### config.mk
export PLATFORM = sky130hd
export DESIGN_NAME = daq_sram_writer
export DESIGN_NICKNAME = d
export VERILOG_FILES = /design/src/rtl/daq_pkg.sv /design/src/rtl/daq_ring_ptr.sv /design/src/rtl/daq_sram_writer.sv
export SDC_FILE = /design/constraint.sdc
export NUM_CORES = 1
export LEC_CHECK = 0
export BUFFER_PORTS_ARGS = -buffer_cell sky130_fd_sc_hd__buf_4
export CAP_MARGIN = 20
export CORE_MARGIN = 4
export CORE_UTILIZATION = 40
export DETAILED_ROUTE_END_ITERATION = 8
export PLACE_DENSITY_LB_ADDON = 0.15
export SETUP_SLACK_MARGIN = 0.3
export SLEW_MARGIN = 20
export SYNTH_ARGS = -nofsm -noshare
export SYNTH_HDL_FRONTEND = slang
export SYNTH_SLANG_ARGS = --single-unit
export TNS_END_PERCENT = 5
### constraint.sdc
create_clock -name wb_clk -period 2.8 [get_ports wb_clk]
set_input_delay 0.28 -clock wb_clk [delete_from_list [all_inputs] [get_ports wb_clk]]
set_output_delay 0.28 -clock wb_clk [all_outputs]
set_load 0.05 [all_outputs]
### src/rtl/daq_pkg.sv
// -----------------------------------------------------------------------------
// daq_pkg
// Shared definitions for the DAQ channel datapath: default bus widths and the
// SRAM writer FSM encoding. Reused by the channel, the SRAM writer and the
// Wishbone register block so every consumer agrees on widths and state codes.
// -----------------------------------------------------------------------------
package daq_pkg;

  // Default widths: channel data word, SRAM word address, word counter.
  localparam int DAQ_DW = 32;
  localparam int DAQ_AW = 16;
  localparam int DAQ_CW = 16;

  // SRAM writer FSM. The encoding is fixed so software-visible status bits
  // (busy = ST_WRITE) read the same everywhere.
  typedef enum logic {
    ST_IDLE  = 1'b0,
    ST_WRITE = 1'b1
  } daq_wr_state_e;

endpackage : daq_pkg

### src/rtl/daq_ring_ptr.sv
// -----------------------------------------------------------------------------
// daq_ring_ptr
// Circular-buffer offset tracker. Holds the next offset inside a buffer of
// buf_words entries and a sticky "has wrapped" flag. Written generically so
// the reader side of the buffer can reuse it unchanged.
//
//   advance : step the pointer by one slot (wrap to 0 at the last slot)
//   clear   : zero pointer and wrapped flag; wins over advance
//
// buf_words is sampled when advancing, so a new length takes effect on the
// next advance. A length of 0 behaves as a one-slot buffer, and a pointer that
// already sits at or beyond the last slot of a shrunk buffer wraps to 0.
// -----------------------------------------------------------------------------
module daq_ring_ptr #(
  parameter int cw = 16
) (
  input  logic          clk,
  input  logic          rst_n,
  input  logic          clear,
  input  logic          advance,
  input  logic [cw-1:0] buf_words,
  output logic [cw-1:0] wr_ptr,
  output logic          wrapped
);

  logic at_last;

  // Last slot of the current buffer, treating a zero length as one slot.
  always_comb begin
    at_last = (buf_words == '0) || (wr_ptr >= (buf_words - cw'(1)));
  end

  // Pointer and sticky wrap flag; clear has priority over advance.
  // NOTE: state registers use non-blocking assignments so every flop samples
  // pre-edge values; blocking here would create order-dependent simulation.
  always_ff @(posedge clk or negedge rst_n) begin
    if (!rst_n) begin
      wr_ptr  <= '0;
      wrapped <= 1'b0;
    end else if (clear) begin
      wr_ptr  <= '0;
      wrapped <= 1'b0;
    end else if (advance) begin
      if (at_last) begin
        wr_ptr  <= '0;
        wrapped <= 1'b1;
      end else begin
        wr_ptr  <= wr_ptr + cw'(1);
      end
    end
  end

endmodule : daq_ring_ptr

### src/rtl/daq_sram_writer.sv
// -----------------------------------------------------------------------------
// daq_sram_writer
// Downstream stage of a DAQ channel. Each start_sram strobe (with enable high
// and the writer idle) captures one data word and writes it into a circular
// buffer in SRAM through a req/ack port. Tracks the write pointer, a
// saturating word count, and sticky wrapped/overflow flags for software.
//
// Flow:  strobe -> (1 cycle) sram_req/busy high, addr/data held -> sram_ack
//        -> pointer and count update, back to idle; next strobe accepted the
//        cycle after ack. Strobes that cannot be accepted (busy, including the
//        ack cycle, or enable low) drop the word and set overflow.
//
// clear is applied at once when idle; during a write it is remembered and
// applied on the ack cycle, taking priority over that cycle's increment.
//
// Build option: define DAQ_SRAM_WRITER_IRQ_EN to build the half/full irq
// pulse for ping-pong draining; otherwise irq is tied to 0.
// -----------------------------------------------------------------------------
module daq_sram_writer
  import daq_pkg::*;
#(
  parameter int dw = DAQ_DW,
  parameter int aw = DAQ_AW,
  parameter int cw = DAQ_CW
) (
  input  logic          wb_clk,
  input  logic          wb_rst,
  input  logic          enable,
  input  logic          clear,
  input  logic          start_sram,
  input  logic [dw-1:0] data_in,
  input  logic [aw-1:0] base_addr,
  input  logic [cw-1:0] buf_words,
  output logic          sram_req,
  output logic [aw-1:0] sram_addr,
  output logic [dw-1:0] sram_data,
  input  logic          sram_ack,
  output logic          busy,
  output logic [cw-1:0] wr_ptr,
  output logic [cw-1:0] word_count,
  output logic          wrapped,
  output logic          overflow,
  output logic          irq
);

  daq_wr_state_e state, state_nxt;

  logic          accept;      // strobe taken this cycle
  logic          ack_fire;    // write completes this cycle
  logic          clear_pend;  // clear seen during a write, not yet applied
  logic          ring_clear;  // zero pointer, count and sticky flags now
  logic [cw-1:0] addr_ptr;    // offset used for the captured address

  assign accept   = (state == ST_IDLE) && start_sram && enable;
  assign ack_fire = (state == ST_WRITE) && sram_ack;

  // Idle clears act immediately; write-time clears land on the ack.
  assign ring_clear = ((state == ST_IDLE) && clear) ||
                      (ack_fire && (clear || clear_pend));

  // A same-cycle idle clear means the captured word goes to offset 0.
  assign addr_ptr = clear ? '0 : wr_ptr;

  // FSM state register.
  always_ff @(posedge wb_clk or negedge wb_rst) begin
    if (!wb_rst) begin
      state <= ST_IDLE;
    end else begin
      state <= state_nxt;
    end
  end

  // Next-state and handshake outputs.
  // NOTE: every signal written here gets a default first so no path leaves it
  // unassigned; a missing default would infer a latch.
  always_comb begin
    state_nxt = state;
    sram_req  = 1'b0;
    busy      = 1'b0;
    unique case (state)
      ST_IDLE: begin
        if (accept) begin
          state_nxt = ST_WRITE;
        end
      end
      ST_WRITE: begin
        sram_req = 1'b1;
        busy     = 1'b1;
        if (sram_ack) begin
          state_nxt = ST_IDLE;
        end
      end
      default: state_nxt = ST_IDLE;
    endcase
  end

  // Capture address and data on accept; held stable for the whole write.
  always_ff @(posedge wb_clk or negedge wb_rst) begin
    if (!wb_rst) begin
      sram_addr <= '0;
      sram_data <= '0;
    end else if (accept) begin
      sram_addr <= base_addr + aw'(addr_ptr);
      sram_data <= data_in;
    end
  end

  // Remember a clear that arrives while a write is in flight.
  always_ff @(posedge wb_clk or negedge wb_rst) begin
    if (!wb_rst) begin
      clear_pend <= 1'b0;
    end else if (ack_fire) begin
      clear_pend <= 1'b0;
    end else if ((state == ST_WRITE) && clear) begin
      clear_pend <= 1'b1;
    end
  end

  // Saturating count of completed writes since the last clear.
  always_ff @(posedge wb_clk or negedge wb_rst) begin
    if (!wb_rst) begin
      word_count <= '0;
    end else if (ring_clear) begin
      word_count <= '0;
    end else if (ack_fire && (word_count != '1)) begin
      word_count <= word_count + cw'(1);
    end
  end

  // Sticky overflow: any strobe that was not accepted drops its word.
  always_ff @(posedge wb_clk or negedge wb_rst) begin
    if (!wb_rst) begin
      overflow <= 1'b0;
    end else if (ring_clear) begin
      overflow <= 1'b0;
    end else if (start_sram && !accept) begin
      overflow <= 1'b1;
    end
  end

  // Buffer offset and wrap tracking.
  daq_ring_ptr #(
    .cw (cw)
  ) u_ring_ptr (
    .clk       (wb_clk),
    .rst_n     (wb_rst),
    .clear     (ring_clear),
    .advance   (ack_fire),
    .buf_words (buf_words),
    .wr_ptr    (wr_ptr),
    .wrapped   (wrapped)
  );

`ifdef DAQ_SRAM_WRITER_IRQ_EN
  logic irq_hit;

  // The ack writes offset wr_ptr; flag it when that is the half-full slot
  // (buf_words/2-1) or the last slot. Lengths 0 and 1 hit on every ack.
  always_comb begin
    irq_hit = (buf_words == '0) || (wr_ptr >= (buf_words - cw'(1)));
    if ((buf_words >= cw'(2)) && (wr_ptr == ((buf_words >> 1) - cw'(1)))) begin
      irq_hit = 1'b1;
    end
  end

  // One-cycle irq pulse following a qualifying ack.
  always_ff @(posedge wb_clk or negedge wb_rst) begin
    if (!wb_rst) begin
      irq <= 1'b0;
    end else begin
      irq <= ack_fire && irq_hit;
    end
  end
`else
  assign irq = 1'b0;
`endif

endmodule : daq_sram_writer
==> results of run 1 <==
[power breakdown]
| part | total [mW] | switching [mW] | internal [mW] |
|---|---|---|---|
| Combinational | 1.29 | 0.878 | 0.414 |
| Clock | 1.19 | 0.500 | 0.693 |
| Sequential | 1.46 | 0.0971 | 1.36 |
[registers in the layout, indices dropped and copies added (netlist names)]
signal,cells
sram_data,32
sram_addr,16
u_ring_ptr.wr_ptr,16
word_count,16
clear_pend,1
overflow,1
state,1
u_ring_ptr.wrapped,1
[routing by layer]
metal  share of wire (%)  wire (um)  global-route usage (%)
met1                  44       6283                   25.75
met2                  49       7063                   33.19
met3                 6.0        872                   4.006
met4                 1.5        220                   6.228
met5                   0          0                       0
[critical path, stage by stage]
cell	delay (ns)
buf_6	0.09
or3_4	0.39
nor3_4	0.13
nand2b_1	0.09
nand2b_4	0.18
nor2_4	0.12
xnor2_1	0.09
ha_1	0.36
nand4_1	0.18
or3_4	0.44
nor3_4	0.16
buf_12	0.15
nor4_4	0.04
buf_4	0.17
or2b_1	0.15
a31oi_1	0.07
[worst max path at each step]
stage / startpoint / to / slack, ns / depth (start not counted)
final: buf_words[0] / u_ring_ptr.wr_ptr[2] / -0.09 / 16
after global routing: buf_words[0] / u_ring_ptr.wr_ptr[3] / -0.25 / 16
after CTS: buf_words[0] / u_ring_ptr.wr_ptr[7] / -0.23 / 16
after detailed placement: buf_words[1] / u_ring_ptr.wr_ptr[6] / -1.11 / 14
after global placement: buf_words[1] / u_ring_ptr.wr_ptr[13] / -0.94 / 14
after floorplan: buf_words[1] / u_ring_ptr.wr_ptr[9] / -0.25 / 14
[through the flow]
| stage | std cells | instance area, sq um | hold WS, ns | TNS, ns |
|---|---|---|---|---|
| 2_1_floorplan | 575 | 5034 | -0.01559 | -3.335 |
| 3_3_place_gp | 921 | 6641 | 0.4589 | -14.15 |
| 3_5_place_dp | 921 | 6641 | 0.4635 | -16.29 |
| 4_1_cts | 944 | 7088 | 0.1089 | -3.175 |
| 5_1_grt | 948 | 7259 | 0.05524 | -3.242 |
| 6_report | 948 | 7259 | -0.01651 | -0.9381 |
[synth_stat cells, types with 3 or more instances]
cell and instances:
nand2_1 144, dfrtp_1 84, ha_1 34, a21oi_1 33, nor2_1 31, o21ai_0 30
xnor2_1 24, a31oi_1 17, nor3_1 17, xor2_1 16, clkbuf_1 14, nor2b_1 14
nand3_1 11, inv_1 10, and3_1 9, a21o_1 8, nand2b_1 8, nand4_1 7
or2b_1 6, nor4_1 5, a22o_1 4, and4_1 4, or3_1 4, a211oi_1 3
and2_1 3, buf_1 3
[area by class of cell]
class / count / area [sq um] / share of cell area [%]
clock buffer: 10 / 229.0 / 3.154
inverter: 10 / 37.54 / 0.5171
tap: 168 / 210.2 / 2.896
multi-input combinational: 462 / 3029 / 41.73
timing repair buffer: 208 / 1589 / 21.89
sequential: 84 / 2102 / 28.96
clock inverter: 6 / 62.56 / 0.8618
[repair_timing]
action                     in CTS  in global routing
setup buffers                   5                  4
pin swaps                      18                 22
resized for setup              16                 29
hold buffers                    0                  0
cloned                          2                  0
setup endpoints to repair      21                 24
[cells in the final DEF, fill, tap and decap left out, types with 6 or more instances in the layout]
cell type,n
inv_1,9
or2b_1,6
clkbuf_16,9
nand2_1,144
buf_4,203
nand2b_1,6
nand4_1,7
nor2b_1,14
nor3_1,13
dfrtp_1,84
ha_1,33
nor2_1,29
a21o_1,8
nand3_1,9
a31oi_1,17
o21ai_0,26
xor2_1,16
and3_1,9
xnor2_1,24
a21oi_1,30
[kinds of logic after synthesis]
kind of cell | after synthesis | synth area share, %
AO/OA/AOI/OAI | 111 | 13.52
XOR/XNOR | 40 | 6.982
adder cells (fa/ha/maj) | 35 | 8.878
buffers and inverters | 31 | 2.768
flip-flops | 84 | 41.90
multiplexers | 3 | 0.6234
other | 1 | 0.07474
AND/OR/NAND/NOR | 270 | 25.26
==> flow_metrics.tcl, run 1 <==
set metrics [dict create \
    die_w_um 120.0 \
    overflow 0 \
    synthFlopType "dfrtp_1" \
    htreeDepth 3 \
    tritoncts "built" \
    final_core_util_pct 59.69 \
    num-fill-cells 1115 \
    routed_wl_mm 14.44 \
    hold_class "input pin to async pin" \
    drtPass1Iterations 5 \
    critPathLaunchType "input pin" \
    yosysWarningCount 0 \
    drtIter0Drc 349 \
    synth_top_area_share_pct 41.90 \
    diodes 0 \
    required_ns 3.01 \
    worst_pin_slew_ns 0.7812 \
    synth_area_sq_um 5017 \
    synth_area_leader_cell "dfrtp_1" \
    start_util_pct 41.26 \
    finalMaxSlewViolations 0 \
    finClkSkew_ns 0.007062 \
    hpwl_mm 10.52 \
    ys_seq_area_share_pct 41.90 \
    place.gp.congestion 0.8600 \
    relSlewSlack_pct 47.92 \
    maxCapViolCount 0 \
    ys_top_cells_by_area "dfrtp_1 (42%), nand2_1 (11%), ha_1 (8.5%)" \
    r2r_setup_slack_ns 0.33 \
    synth_area_per_cell_sq_um 8.726 \
    hold_violations 11 \
    ys_types 49 \
    fin_crit_sh_pct 103.3 \
    vias_per_cell 5.141 \
    die_h_um 120.0 \
    grt_pass1_vias 4596 \
    ioPinCount 155 \
    r2r-end "u_ring_ptr.wrapped" \
    num_vias 4874 \
    antenna_found_initial 0 \
    area_delta_synth_final_pct 44.69 \
    clockBufferDepth 2 \
    ys_async_sr_fraction_pct 100.0 \
    path_class "input pin to flop" \
    placement.setup.worst_slack_ns -1.105 \
    drive_above_1_share_pct 33.59 \
    placeableCoreArea_sq_um 12160 \
    power_density_nw_per_um2 543.6 \
    ff2ff_path_depth 9 \
    endpoint_kind "flop" \
    rsz0062_at_grt "true" \
    setup_slack_ns -0.09113 \
    root_buffer "clkbuf_16" \
    vdd.ir_drop.worst_mv 0.2495 \
    ys_ff_latch 84 \
    r2r-start "u_ring_ptr.wr_ptr[0]" \
    wl_per_cell_um 15.23 \
    violations "negative hold slack, negative setup slack" \
    postSynthCellCount 575 \
    finalSetupViolCount 17 \
    holdWs_ns -0.01651 \
    final_nets 880 \
    leakagePower_nw 3.618 \
    period_needed_ns 2.891 \
    cts-buffers-inserted 9 \
    synth-edff-count 0 \
    track_usage_pct 19.82 \
    crit_path_max_fanout 6 \
    arrival_ns 3.10 \
    drc 0 \
    total_power_mw 3.946 \
    clk_pin_slew_ns 0.06 \
    clock_latency_ns 0.35 \
    clock_sinks 84 \
    fmax_mhz 345.9 \
    die_area_sq_um 14400 \
    rows 40 \
    syn-num-nets 680 \
    run_status "finished with violations" \
    portBuffers 153 \
    grt_max_degree 85 \
    grt_pass1_wl_mm 22.88 \
    drtAntennaViolNets 0 \
]
(Power assumes the default switching activity.)
==> run 2: changes to the inputs <==
--- a/config.mk
+++ b/config.mk
@@ -8,7 +8,7 @@
 export BUFFER_PORTS_ARGS = -buffer_cell sky130_fd_sc_hd__buf_4
 export CAP_MARGIN = 20
 export CORE_MARGIN = 4
-export CORE_UTILIZATION = 40
+export CORE_UTILIZATION = 35
 export DETAILED_ROUTE_END_ITERATION = 8
 export PLACE_DENSITY_LB_ADDON = 0.15
 export SETUP_SLACK_MARGIN = 0.3
==> run 2 against run 1 <==
Net effect:
- the run still ends with negative hold slack, negative setup slack left
- final cell count is 1.2% higher
- sequential share of layout area is 0.22 points higher
- core utilization is 8.0 points lower
==> flow_metrics.tcl, run 2 (synthesis gave the netlist of run 1 again) <==
set metrics [dict create \
    wl_per_cell_um 15.40 \
    holdBufCountCts 0 \
    die_w_um 127.7 \
    worst_pin_slew_ns 0.7685 \
    drtAntennaViolNets 0 \
    vdd.ir_drop.worst_mv 0.2725 \
    path_class "input pin to flop" \
    area_delta_synth_final_pct 43.62 \
    p_sw_mw 1.485 \
    fin_area_sq_um 7206 \
    clockBufferDepth 2 \
    place.gp.congestion 0.8414 \
    holdWs_ns -0.02413 \
    finalMaxSlewViolations 0 \
    maxCapViolCount 0 \
    fin_crit_sh_pct 101.3 \
    rows 43 \
    met3_usage_pct 3.708 \
    die_h_um 127.7 \
    drive_above_1_share_pct 33.25 \
    combPwrFrac_pct 32.5 \
    overflow 0 \
    antenna_found_initial 0 \
    violations "negative hold slack, negative setup slack" \
    critPathLaunchType "input pin" \
    period_needed_ns 2.837 \
    crit_path_max_fanout 5 \
    cp_slowest_cell "or3_4" \
    cpLargestDelayFamily "simple AND/OR/NAND/NOR gates" \
    clk_pin_slew_ns 0.07 \
    switching_share_pct 37.53 \
    placeableCoreArea_sq_um 13930 \
    vias_per_cell 5.073 \
    portBuffers 153 \
    finalSetupViolCount 10 \
    run_status "finished with violations" \
    mostFrequentLayoutCell "buf_4" \
    drtIter0Drc 331 \
    cp_cell_sequence "buf_6 > or3_4 > nor3_4 > nand2b_1 > nand2b_4 > nor2_4 > xnor2_2 > ha_1 > nand4_1 > or3_4 > nor3_4 > nor4_4 > buf_2 > buf_4 > a22o_1" \
    largest_reg_flops 32 \
    top_register "sram_data" \
    fin_tns_setup_ns -0.1853 \
    start_util_pct 36.01 \
    top_usage_layer "met2" \
    power_density_nw_per_um2 549.2 \
    seqPwrFrac_pct 36.9 \
    cpPeakStageDelay_ns 0.41 \
    drc 0 \
    die_area_sq_um 16320 \
    finClkSkew_ns 0.007229 \
    routed_wl_mm 14.76 \
    ioPinCount 155 \
    num_vias 4865 \
    p_int_mw 2.472 \
    leakagePower_nw 3.615 \
    setup_slack_ns -0.03667 \
    endpoint_kind "flop" \
    cts-buffers-inserted 9 \
    clock_power_share_pct 30.6 \
    cp_num_buf_inv 3 \
    diodes 0 \
    track_usage_pct 18.20 \
    rsz0062_at_grt "true" \
    grt_pass1_vias 4893 \
    grtUsageMet2_pct 29.08 \
    hpwl_mm 11.48 \
    hold_class "input pin to async pin" \
    final_nets 880 \
    tritoncts "built" \
    relSlewSlack_pct 48.77 \
    layout_common_cells "buf_4 (203), nand2_1 (144), dfrtp_1 (84)" \
    arrival_ns 3.07 \
    num-fill-cells 1322 \
    clock_sinks 84 \
    hold_violations 17 \
    fmax_mhz 352.5 \
    required_ns 3.03 \
    placed_area_sq_um 6660 \
    drtPass1Iterations 4 \
    root_buffer "clkbuf_16" \
    grt_pass1_wl_mm 24.19 \
    clock_latency_ns 0.34 \
    met1_usage_pct 24.41 \
    htreeDepth 3 \
    grt_max_degree 85 \
]
-- run 2: changes by cell type in the layout (fill, tap and decap cells not counted), moves of 2 or more --
cell,previous run,this run
o21ai_1,2,5
clkinvlp_4,0,2
o21ai_0,26,24
clkinv_2,3,0
nor4_4,5,2
buf_2,0,2
-- run 2: final cells by class --
type,instances,area (sq um),area share [%]
well taps,180,225.2,3.126
clock buffers,9,225.2,3.126
repair buffers,210,1590,22.07
inverters,10,37.54,0.5209
flip-flops and latches,84,2102,29.17
multi-input cells,460,2952,40.96
clock inverters,6,73.82,1.024
-- run 2: path summary, 6_finish.rpt --
kind	end	cells past startpoint	slack, ns	startpoint
worst min-delay path	sram_addr[10]	1	-0.02	wb_rst
worst max register to register	u_ring_ptr.wr_ptr[5]	10	0.27	u_ring_ptr.wr_ptr[0]
min in group wb_clk	sram_data[26]	3	0.13	data_in[26]
worst min register to register	sram_data[2]	2	0.48	sram_data[2]
worst max-delay path	u_ring_ptr.wr_ptr[15]	15	-0.04	buf_words[1]
max in group asynchronous	u_ring_ptr.wr_ptr[14]	1	2.28	wb_rst
-- run 2: metrics by stage --
step	power, mW	std cells	utilization, %	hold WS, ns	setup slack (ns)
6_report	3.957	959	51.71	-0.02413	-0.03667
5_1_grt	4.153	959	51.71	0.07076	-0.2732
4_1_cts	3.996	959	51.32	0.1153	-0.1677
3_5_place_dp	2.761	933	47.80	0.4662	-1.015
3_3_place_gp	2.734	932	47.71	0.4579	-1.012
2_1_floorplan	2.266	575	-	-0.01559	-0.2540
-- run 2: timing repair --
item                                    4_1_cts  5_1_grt
setup buffers                                 9        0
gates cloned                                  2        0
pin swaps                                    19       18
endpoints found under the setup margin       21       23
resized for setup                            25       16
-- run 2: layer usage --
layer  share of wire, %  wire [um]  up-vias
met4                2.4        352        0
met2                 46       6805      172
met1                 45       6631     2268
met5                  0          0        -
li1                   -          -     2400
met3                6.6        976       25
-- run 2: power groups by stage --
stage	clock network [mW]	logic, mW	registers, mW
final	1.21	1.29	1.46
after global routing	1.29	1.38	1.48
after CTS	1.24	1.29	1.46
after detailed placement	0	1.27	1.49
after global placement	0	1.26	1.48
after floorplan	0	0.272	1.99
-- run 2: worst register-to-register path, cell delays in order, from the launching register on --
cell and delay (ns):
dfrtp_1 0.36, inv_2 0.05, ha_1 0.26, nand2b_1 0.14
a2111oi_0 0.43, buf_4 0.20, nor3_4 0.05, nor4_4 0.45
buf_6 0.19, or2b_1 0.22, a31oi_1 0.13
==> run 3: changes to the inputs <==
--- a/config.mk
+++ b/config.mk
@@ -11,6 +11,7 @@
 export CORE_UTILIZATION = 35
 export DETAILED_ROUTE_END_ITERATION = 8
 export PLACE_DENSITY_LB_ADDON = 0.15
+export REMOVE_ABC_BUFFERS = 1
 export SETUP_SLACK_MARGIN = 0.3
 export SLEW_MARGIN = 20
 export SYNTH_ARGS = -nofsm -noshare
==> run 3 against run 2 <==
Net effect:
- the run still ends with negative hold slack, negative setup slack left
- die area stayed put
- combinational power about the same
- highest routed layer unchanged
- wire length decreased by 4.8%
- non-clock buffer count is 18 lower
- critical path type unchanged
==> flow_metrics.tcl, run 3 (synthesis gave the netlist of run 1 again) <==
set metrics [dict create \
    die_h_um 127.7 \
    root_buffer "clkbuf_16" \
    grt_pass1_vias 4807 \
    clock_latency_ns 0.34 \
    switching_share_pct 36.64 \
    relSlewSlack_pct 48.66 \
    worst_pin_slew_ns 0.7701 \
    finClkSkew_ns 0.007483 \
    htreeDepth 3 \
    ff2ff_path_depth 11 \
    r2r_setup_slack_ns 0.14 \
    final_nets 862 \
    vdd.ir_drop.worst_mv 0.2593 \
    drtPass1Iterations 4 \
    die_w_um 127.7 \
    placed_area_sq_um 6565 \
    tritoncts "built" \
    area_delta_synth_final_pct 42.04 \
    maxCapViolCount 0 \
    start_util_pct 36.01 \
    drtAntennaViolNets 0 \
    cts-buffers-inserted 9 \
    mostFrequentLayoutCell "buf_4" \
    grt_pass1_wl_mm 23.02 \
    fmax_mhz 339.2 \
    hold_class "input pin to async pin" \
    drive_above_1_share_pct 32.41 \
    power_density_nw_per_um2 555.6 \
    combPwrFrac_pct 32.1 \
    layout_common_cells "buf_4 (185), nand2_1 (144), dfrtp_1 (84)" \
    clock_power_share_pct 31.1 \
    die_area_sq_um 16320 \
    finalSetupViolCount 16 \
    wl_per_cell_um 14.93 \
    endpoint_kind "flop" \
    fin_tns_setup_ns -1.442 \
    arrival_ns 3.15 \
    overflow 0 \
    ioPinCount 155 \
    placeableCoreArea_sq_um 13930 \
    num-fill-cells 1311 \
    antenna_found_initial 0 \
    track_usage_pct 17.16 \
    fin_area_sq_um 7127 \
    placement.setup.worst_slack_ns -0.7798 \
    p_sw_mw 1.451 \
    path_class "input pin to flop" \
    hpwl_mm 10.50 \
    r2r-start "u_ring_ptr.wr_ptr[0]" \
    place.gp.congestion 0.8888 \
    clockBufferDepth 2 \
    required_ns 3.00 \
    drtIter0Drc 188 \
    routed_wl_mm 14.06 \
    violations "negative hold slack, negative setup slack" \
    rows 43 \
    period_needed_ns 2.948 \
    largest_reg_flops 32 \
    p_int_mw 2.509 \
    seqPwrFrac_pct 36.8 \
    holdBufCountCts 0 \
    hold_violations 13 \
    finalMaxSlewViolations 0 \
    num_vias 4682 \
    run_status "finished with violations" \
    diodes 0 \
    clock_sinks 84 \
    leakagePower_nw 3.543 \
    setup_slack_ns -0.1480 \
    fin_crit_sh_pct 105.3 \
    grt_max_degree 85 \
    drc 0 \
    top_register "sram_data" \
    clk_pin_slew_ns 0.06 \
    rsz0062_at_grt "true" \
    total_power_mw 3.960 \
    vias_per_cell 4.970 \
    critPathLaunchType "input pin" \
    r2r-end "u_ring_ptr.wr_ptr[2]" \
    holdWs_ns -0.01453 \
    portBuffers 153 \
    crit_path_max_fanout 7 \
]
## run 3: cell count changes in the layout (fill, tap and decap cells not counted), sizes merged
cell    delta
clkbuf     +3
inv        -1
buf       -20
bufbuf     +1
## run 3: what timing repair did
action | 4_1_cts | 5_1_grt
setup endpoints to repair | 19 | 23
gates cloned | 2 | 0
pin swaps | 13 | 25
gates resized for setup | 26 | 16
setup buffers | 1 | 2
## run 3: how the worst max path moves through the flow
stage	from	end	slack [ns]
floorplan	buf_words[1]	u_ring_ptr.wr_ptr[13]	-0.70
global placement	buf_words[1]	u_ring_ptr.wr_ptr[4]	-0.68
detailed placement	buf_words[1]	u_ring_ptr.wr_ptr[4]	-0.78
CTS	buf_words[0]	u_ring_ptr.wr_ptr[9]	-0.23
global route	buf_words[0]	u_ring_ptr.wr_ptr[13]	-0.30
finish	buf_words[0]	u_ring_ptr.wr_ptr[4]	-0.15
## run 3: per-layer routing
metal  global-route usage (%)  share of wire (%)  routed length (um)
met1                    22.41                 45                6287
met2                    28.00                 47                6564
met3                    3.542                6.4                 900
met4                    6.617                2.2                 308
met5                        0                  0                   0
## run 3: final cells by class
cell class                 instances  area, sq um  share of cell area [%]
clock buffer                      11        252.7                   3.546
multi-input combinational        460         2939                   41.24
sequential                        84         2102                   29.49
tap                              180        225.2                   3.160
clock inverter                     5        58.81                  0.8251
timing repair buffer             192         1511                   21.21
inverter                          10        37.54                  0.5267
## run 3: power groups by stage
stage	sequential [mW]	combinational, mW	clock (mW)
6_report	1.46	1.27	1.23
5_1_grt	1.48	1.36	1.31
4_1_cts	1.46	1.28	1.27
3_5_place_dp	1.48	1.26	0
3_3_place_gp	1.48	1.24	0
2_1_floorplan	2.00	0.250	0
## run 3: through the flow
stage	utilization, %	std cells
detailed placement	47.11	921
floorplan	-	554
global placement	47.10	921
global route	51.14	942
finish	51.14	942
CTS	50.64	940
## run 3: worst max-delay path, stage by stage
cell and delay [ns]:
buf_6 0.09, or3_4 0.39, nor3_4 0.13, nand2b_1 0.09, nand2b_4 0.16, buf_6 0.14
nor3_4 0.11, xnor2_1 0.09, ha_1 0.33, nand4_1 0.12, or3_4 0.40, nor3_4 0.18
nor4_4 0.09, buf_4 0.15, buf_12 0.12, a41oi_1 0.22, a31oi_1 0.06
